File: src/rtl/ssd_pkg.sv
// Shared constants for the seven-segment scan controller: digit count, idle drive levels
// and the active-low hex-to-segment table ({g,f,e,d,c,b,a}).
package ssd_pkg;

    localparam int unsigned NDIG  = 4;
    localparam int unsigned IDX_W = 2;

    localparam logic [6:0] SEG_OFF = 7'b1111111;
    localparam logic [3:0] AN_OFF  = 4'b1111;

    // Entry n is the pattern for nibble n; b and d are lowercase glyphs.
    localparam logic [15:0][6:0] HEX_SEG = {
        7'b0001110, // F
        7'b0000110, // E
        7'b0100001, // d
        7'b1000110, // C
        7'b0000011, // b
        7'b0001000, // A
        7'b0010000, // 9
        7'b0000000, // 8
        7'b1111000, // 7
        7'b0000010, // 6
        7'b0010010, // 5
        7'b0011001, // 4
        7'b0110000, // 3
        7'b0100100, // 2
        7'b1111001, // 1
        7'b1000000  // 0
    };

endpackage

File: src/rtl/ssd_hex_decoder.sv
// Combinational hex nibble to active-low seven-segment pattern.
module ssd_hex_decoder
    import ssd_pkg::*;
(
    input  logic [3:0] nib_i,
    output logic [6:0] seg_o
);

    assign seg_o = HEX_SEG[nib_i];

endmodule

File: src/rtl/ssd_scan_ctrl.sv
// Four-digit common-anode display scanner stepped by a synchronised divided clock.
// Optional macro SSD_LEADING_ZERO_BLANK_EN blanks leading zero digits (digit 0 always shown).
module ssd_scan_ctrl #(
    parameter int unsigned NDIG      = 4,
    parameter int unsigned GHOST_CYC = 8
) (
    input  logic        clk,
    input  logic        RST_N,
    input  logic        dclk,
    input  logic        EN,
    input  logic [15:0] VALUE,
    input  logic [3:0]  DP_MASK,
    output logic [3:0]  AN,
    output logic [6:0]  SEG,
    output logic        DP
);
    import ssd_pkg::*;

    localparam int unsigned BLK_W = (GHOST_CYC > 0) ? $clog2(GHOST_CYC + 1) : 1;
    localparam logic [BLK_W-1:0] BLK_LOAD = BLK_W'(GHOST_CYC);
    localparam logic [IDX_W-1:0] IDX_LAST = IDX_W'(NDIG - 1);

    logic             s1_d, s1_q, s2_d, s2_q, dly_d, dly_q;
    logic [IDX_W-1:0] idx_d, idx_q;
    logic [BLK_W-1:0] blk_d, blk_q;
    logic [15:0]      val_d, val_q;
    logic [3:0]       mask_d, mask_q;
    logic [3:0]       an_d, an_q;
    logic [6:0]       seg_d, seg_q;
    logic             dp_d, dp_q;
    logic             step;
    logic [3:0]       nib;
    logic [6:0]       dec_seg;
    logic             lz_blank;

    assign step = s2_q & ~dly_q;
    assign nib  = val_q[{idx_q, 2'b00} +: 4];

    ssd_hex_decoder u_dec (
        .nib_i (nib),
        .seg_o (dec_seg)
    );

`ifdef SSD_LEADING_ZERO_BLANK_EN
    assign lz_blank = (idx_q != '0) && ((val_q >> {idx_q, 2'b00}) == 16'h0000);
`else
    assign lz_blank = 1'b0;
`endif

    always_comb begin
        s1_d   = dclk;
        s2_d   = s1_q;
        dly_d  = s2_q;
        idx_d  = idx_q;
        blk_d  = blk_q;
        val_d  = val_q;
        mask_d = mask_q;
        if (step) begin
            blk_d = BLK_LOAD;
            if (idx_q == IDX_LAST) begin
                // Shadow the value only at scan wrap so one scan never mixes two values.
                idx_d  = '0;
                val_d  = VALUE;
                mask_d = DP_MASK;
            end else begin
                idx_d = idx_q + 1'b1;
            end
        end else if (blk_q != '0) begin
            blk_d = blk_q - 1'b1;
        end
    end

    always_comb begin
        an_d  = AN_OFF;
        seg_d = SEG_OFF;
        dp_d  = 1'b1;
        if (EN && (blk_q == '0)) begin
            an_d  = ~(4'b0001 << idx_q);
            seg_d = lz_blank ? SEG_OFF : dec_seg;
            dp_d  = ~mask_q[idx_q];
        end
    end

    always_ff @(posedge clk or negedge RST_N) begin
        if (!RST_N) begin
            s1_q   <= 1'b0;
            s2_q   <= 1'b0;
            dly_q  <= 1'b0;
            idx_q  <= '0;
            blk_q  <= '0;
            val_q  <= 16'h0000;
            mask_q <= 4'h0;
            an_q   <= AN_OFF;
            seg_q  <= SEG_OFF;
            dp_q   <= 1'b1;
        end else begin
            s1_q   <= s1_d;
            s2_q   <= s2_d;
            dly_q  <= dly_d;
            idx_q  <= idx_d;
            blk_q  <= blk_d;
            val_q  <= val_d;
            mask_q <= mask_d;
            an_q   <= an_d;
            seg_q  <= seg_d;
            dp_q   <= dp_d;
        end
    end

    assign AN  = an_q;
    assign SEG = seg_q;
    assign DP  = dp_q;

endmodule
File: config.mk
export PLATFORM = sky130hd
export DESIGN_NAME = ssd_scan_ctrl
export DESIGN_NICKNAME = d
export VERILOG_FILES = /design/src/rtl/ssd_pkg.sv /design/src/rtl/ssd_hex_decoder.sv /design/src/rtl/ssd_scan_ctrl.sv
export SDC_FILE = /design/constraint.sdc
export NUM_CORES = 1
export LEC_CHECK = 0
export BUFFER_PORTS_ARGS = -buffer_cell sky130_fd_sc_hd__buf_4
export CAP_MARGIN = 0
export CORE_ASPECT_RATIO = 1.4
export CORE_MARGIN = 3
export CORE_UTILIZATION = 45
export CTS_BUF_LIST = sky130_fd_sc_hd__clkbuf_16
export DETAILED_ROUTE_END_ITERATION = 6
export GPL_TIMING_DRIVEN = 0
export HOLD_SLACK_MARGIN = 0.08
export PLACE_DENSITY_LB_ADDON = 0.3
export SYNTH_ARGS = -nofsm -noshare
export SYNTH_HDL_FRONTEND = slang
export SYNTH_SLANG_ARGS = --single-unit
File: constraint.sdc
create_clock -name clk -period 1.83 [get_ports clk]
set_clock_uncertainty 0.1 [all_clocks]
set_input_delay 0 -clock clk [delete_from_list [all_inputs] [get_ports clk]]
set_output_delay 0 -clock clk [all_outputs]
set_load 0.1 [all_outputs]
==> flow_metrics.py <==
metrics = {
    "clock_tree": {
        "cts_tree": "built",
        "cts_buffers": 5,
        "htree_levels": 2,
        "clk_path_buf_depth": 2,
        "cts.clk_slew.worst_paths_ns": 0.05,
        "root_buffer": "clkbuf_16",
        "clock_latency_ns": 0.28,
        "cts_sinks": 41,
    },
    "routing": {
        "vias_per_cell": 5.215,
        "wl_per_cell_um": 15.00,
        "drc": 0,
        "vias": 1335,
        "wl_mm": 3.839,
        "ant_nets": 0,
        "firstDrtPassIters": 5,
        "initialDrtViolationCount": 42,
    },
    "global_route": {
        "grtUsageTotal_pct": 17.58,
        "grt_first_pass_wirelength_mm": 6.306,
        "grt_overflow": 0,
        "antenna_found_initial": 0,
        "grt_max_degree": 42,
        "grt_pass1_vias": 1409,
    },
    "power": {
        "power_per_cell_area_nw_per_um2": 1887,
        "peakVddDrop_uv": 1036,
        "power_leakage_nw": 1.192,
        "total_power_mw": 5.132,
    },
    "final_layout": {
        "layout.cells.non_filler": 256,
        "final_common_cell": "buf_4",
        "antennaDiodeCount": 0,
        "syn2layout_area_growth_pct": 43.88,
        "drive_gt1_share_pct": 48.83,
        "nNetsFinal": 247,
        "final_cell_mix": "buf_4, dfrtp_1, dlygate4sd3_1, mux2_2, dfstp_2",
    },
    "setup_path": {
        "worstPathRequired_ns": 1.92,
        "critPathCaptureType": "register",
        "startpoint_type": "register",
        "critPathKind": "reg -> reg",
        "reg2reg_depth": 6,
        "critPathArrivalTime_ns": 2.06,
        "crit_fanout": 5,
    },
    "sta": {
        "slew_headroom_pct": 67.23,
        "fmax_mhz": 505.9,
        "fin_ws_ns": -0.1466,
        "tightest_slew_ns": 0.4916,
        "hold_viol_final": 0,
        "setup_tns_ns": -0.4948,
        "finalSetupViolations": 6,
        "period_share_pct": 108.0,
        "slew_violations": 0,
        "rsz0062_at_grt": "true",
        "whs_ns": 0.1318,
        "period_needed_ns": 1.977,
    },
    "placement": {
        "gp_congestion": 0.8949,
        "detailed_place_hpwl_mm": 2.554,
        "io_buffers": 35,
        "dpl.cell_count": 219,
    },
    "synthesis": {
        "yosys_warnings": 0,
        "seq_area_frac_synth_pct": 55.06,
        "synth.net_count": 176,
        "ys_ff_latch": 41,
        "syn_area_um2": 1891,
        "synth.distinct_cells": 33,
        "syn_avg_cell_area_um2": 13.41,
        "synth_cells": 141,
    },
    "floorplan": {
        "fp.coreArea_um2": 3986,
        "num_rows": 27,
        "die_y_um": 82.69,
        "die_w_um": 60.78,
        "start_util_pct": 47.43,
        "die_area_um2": 5026,
        "io_pins": 36,
    },
    "run_status": {
        "status": "complete, but fails checks",
        "violations": "negative setup slack",
    },
    "flow_run": {
        "maxCapViolCount": 0,
    },
    "min_path": {
        "hold_path_class": "in -> async",
    },
}
## cells by family after synthesis
| kind of cell | Yosys count | synth area share, % |
|---|---|---|
| buffers and inverters | 14 | 3.640 |
| adder cells (fa/ha/maj) | 11 | 7.280 |
| flip-flops | 41 | 55.06 |
| XOR/XNOR | 1 | 0.4634 |
| multiplexers | 30 | 20.91 |
| AND/OR/NAND/NOR | 27 | 7.016 |
| AO/OA/AOI/OAI | 17 | 5.626 |
## metal layers
layer / global-route usage, % / vias up / share of wire (%)
met1: 18.49 / 654 / 38
li1: - / 633 / -
met2: 31.16 / 40 / 55
met4: 11.06 / 0 / 3.0
met5: 0 / - / 0
met3: 3.421 / 8 / 3.9
## per-stage QoR
stage	instance area (um^2)	setup WS [ns]	util (%)
final	2720	-0.1466	68.24
after global routing	2720	-0.2075	68.24
after CTS	2711	-0.1377	68.02
after detailed placement	2222	-0.2774	55.74
after global placement	2222	-0.2535	55.74
after floorplan	1906	-0.05771	-
## worst paths after layout
| check | startpoint | endpoint | slack (ns) |
|---|---|---|---|
| worst max-delay path | idx_q[0] | SEG[5] | -0.15 |
| worst min-delay path | RST_N | dly_q | 0.13 |
| worst max register to register | idx_q[0] | SEG[5] | -0.15 |
| worst min register to register | s1_q | dly_d | 0.26 |
| max in group asynchronous | RST_N | SEG[2] | 1.13 |
| min in group clk | s1_q | dly_d | 0.26 |
## sequential cells by signal, indices dropped and copies added (netlist names)
signal and cells:
idx_q 2, DP 1, dly_q 1, val_q 16, AN 4, SEG 7, blk_q 4, dly_d 1
mask_q 4, s1_q 1
## worst max-delay path, cell delays in order, from the launching register on
cell and delay [ns]:
dfrtp_1 0.36, buf_6 0.14, mux4_2 0.62, ha_4 0.24, mux2_4 0.26, nand2_2 0.07
o311ai_2 0.10
## synthesized netlist by cell type
cell type	instances	area share, %
a211oi_1	1	0.40
a21oi_1	5	1.3
a31oi_1	1	0.33
and2_1	1	0.33
and3b_1	1	0.46
buf_2	1	0.26
buf_6	2	1.2
clkbuf_1	4	0.79
dfrtp_1	29	38
dfstp_2	12	17
ha_1	11	7.3
inv_1	7	1.4
mux2_2	22	13
mux2_4	1	0.79
mux2i_1	2	1.1
mux4_2	5	6.0
nand2_1	11	2.2
nand2b_1	3	0.99
nand3_1	1	0.26
nand3b_1	1	0.40
nor2_1	5	0.99
nor2b_1	2	0.66
nor3b_1	1	0.40
o211ai_1	1	0.40
o21ai_0	3	0.79
o21ai_1	1	0.26
o221ai_1	1	0.46
o22ai_1	1	0.33
o311ai_1	1	0.46
o31a_1	1	0.46
o31ai_1	1	0.40
or3_1	1	0.33
xnor2_1	1	0.46
## final cells by class
type                       instances  area (um^2)
timing repair buffer              65        561.8
tap                               43        53.80
buffer                             6        47.55
multi-input combinational         86        848.3
sequential                        41         1041
fill                             290         1266
inverter                           7        31.28
clock buffer                       5        125.1
clock inverter                     3        11.26
## power breakdown
| part | total (mW) | internal, mW | switching, mW |
|---|---|---|---|
| Clock | 0.807 | 0.490 | 0.317 |
| Combinational | 2.85 | 1.37 | 1.48 |
| Sequential | 1.47 | 1.28 | 0.193 |
| Total | 5.13 | 3.14 | 1.99 |
## repair_timing
item	in CTS	in global routing
hold buffers	23	0
endpoints found under the setup margin	32	18
setup buffers	6	1
pin swaps	4	2
endpoints found under the hold margin	65	0
resized for setup	18	3
Note: power is estimated with default switching activity, not from simulation.
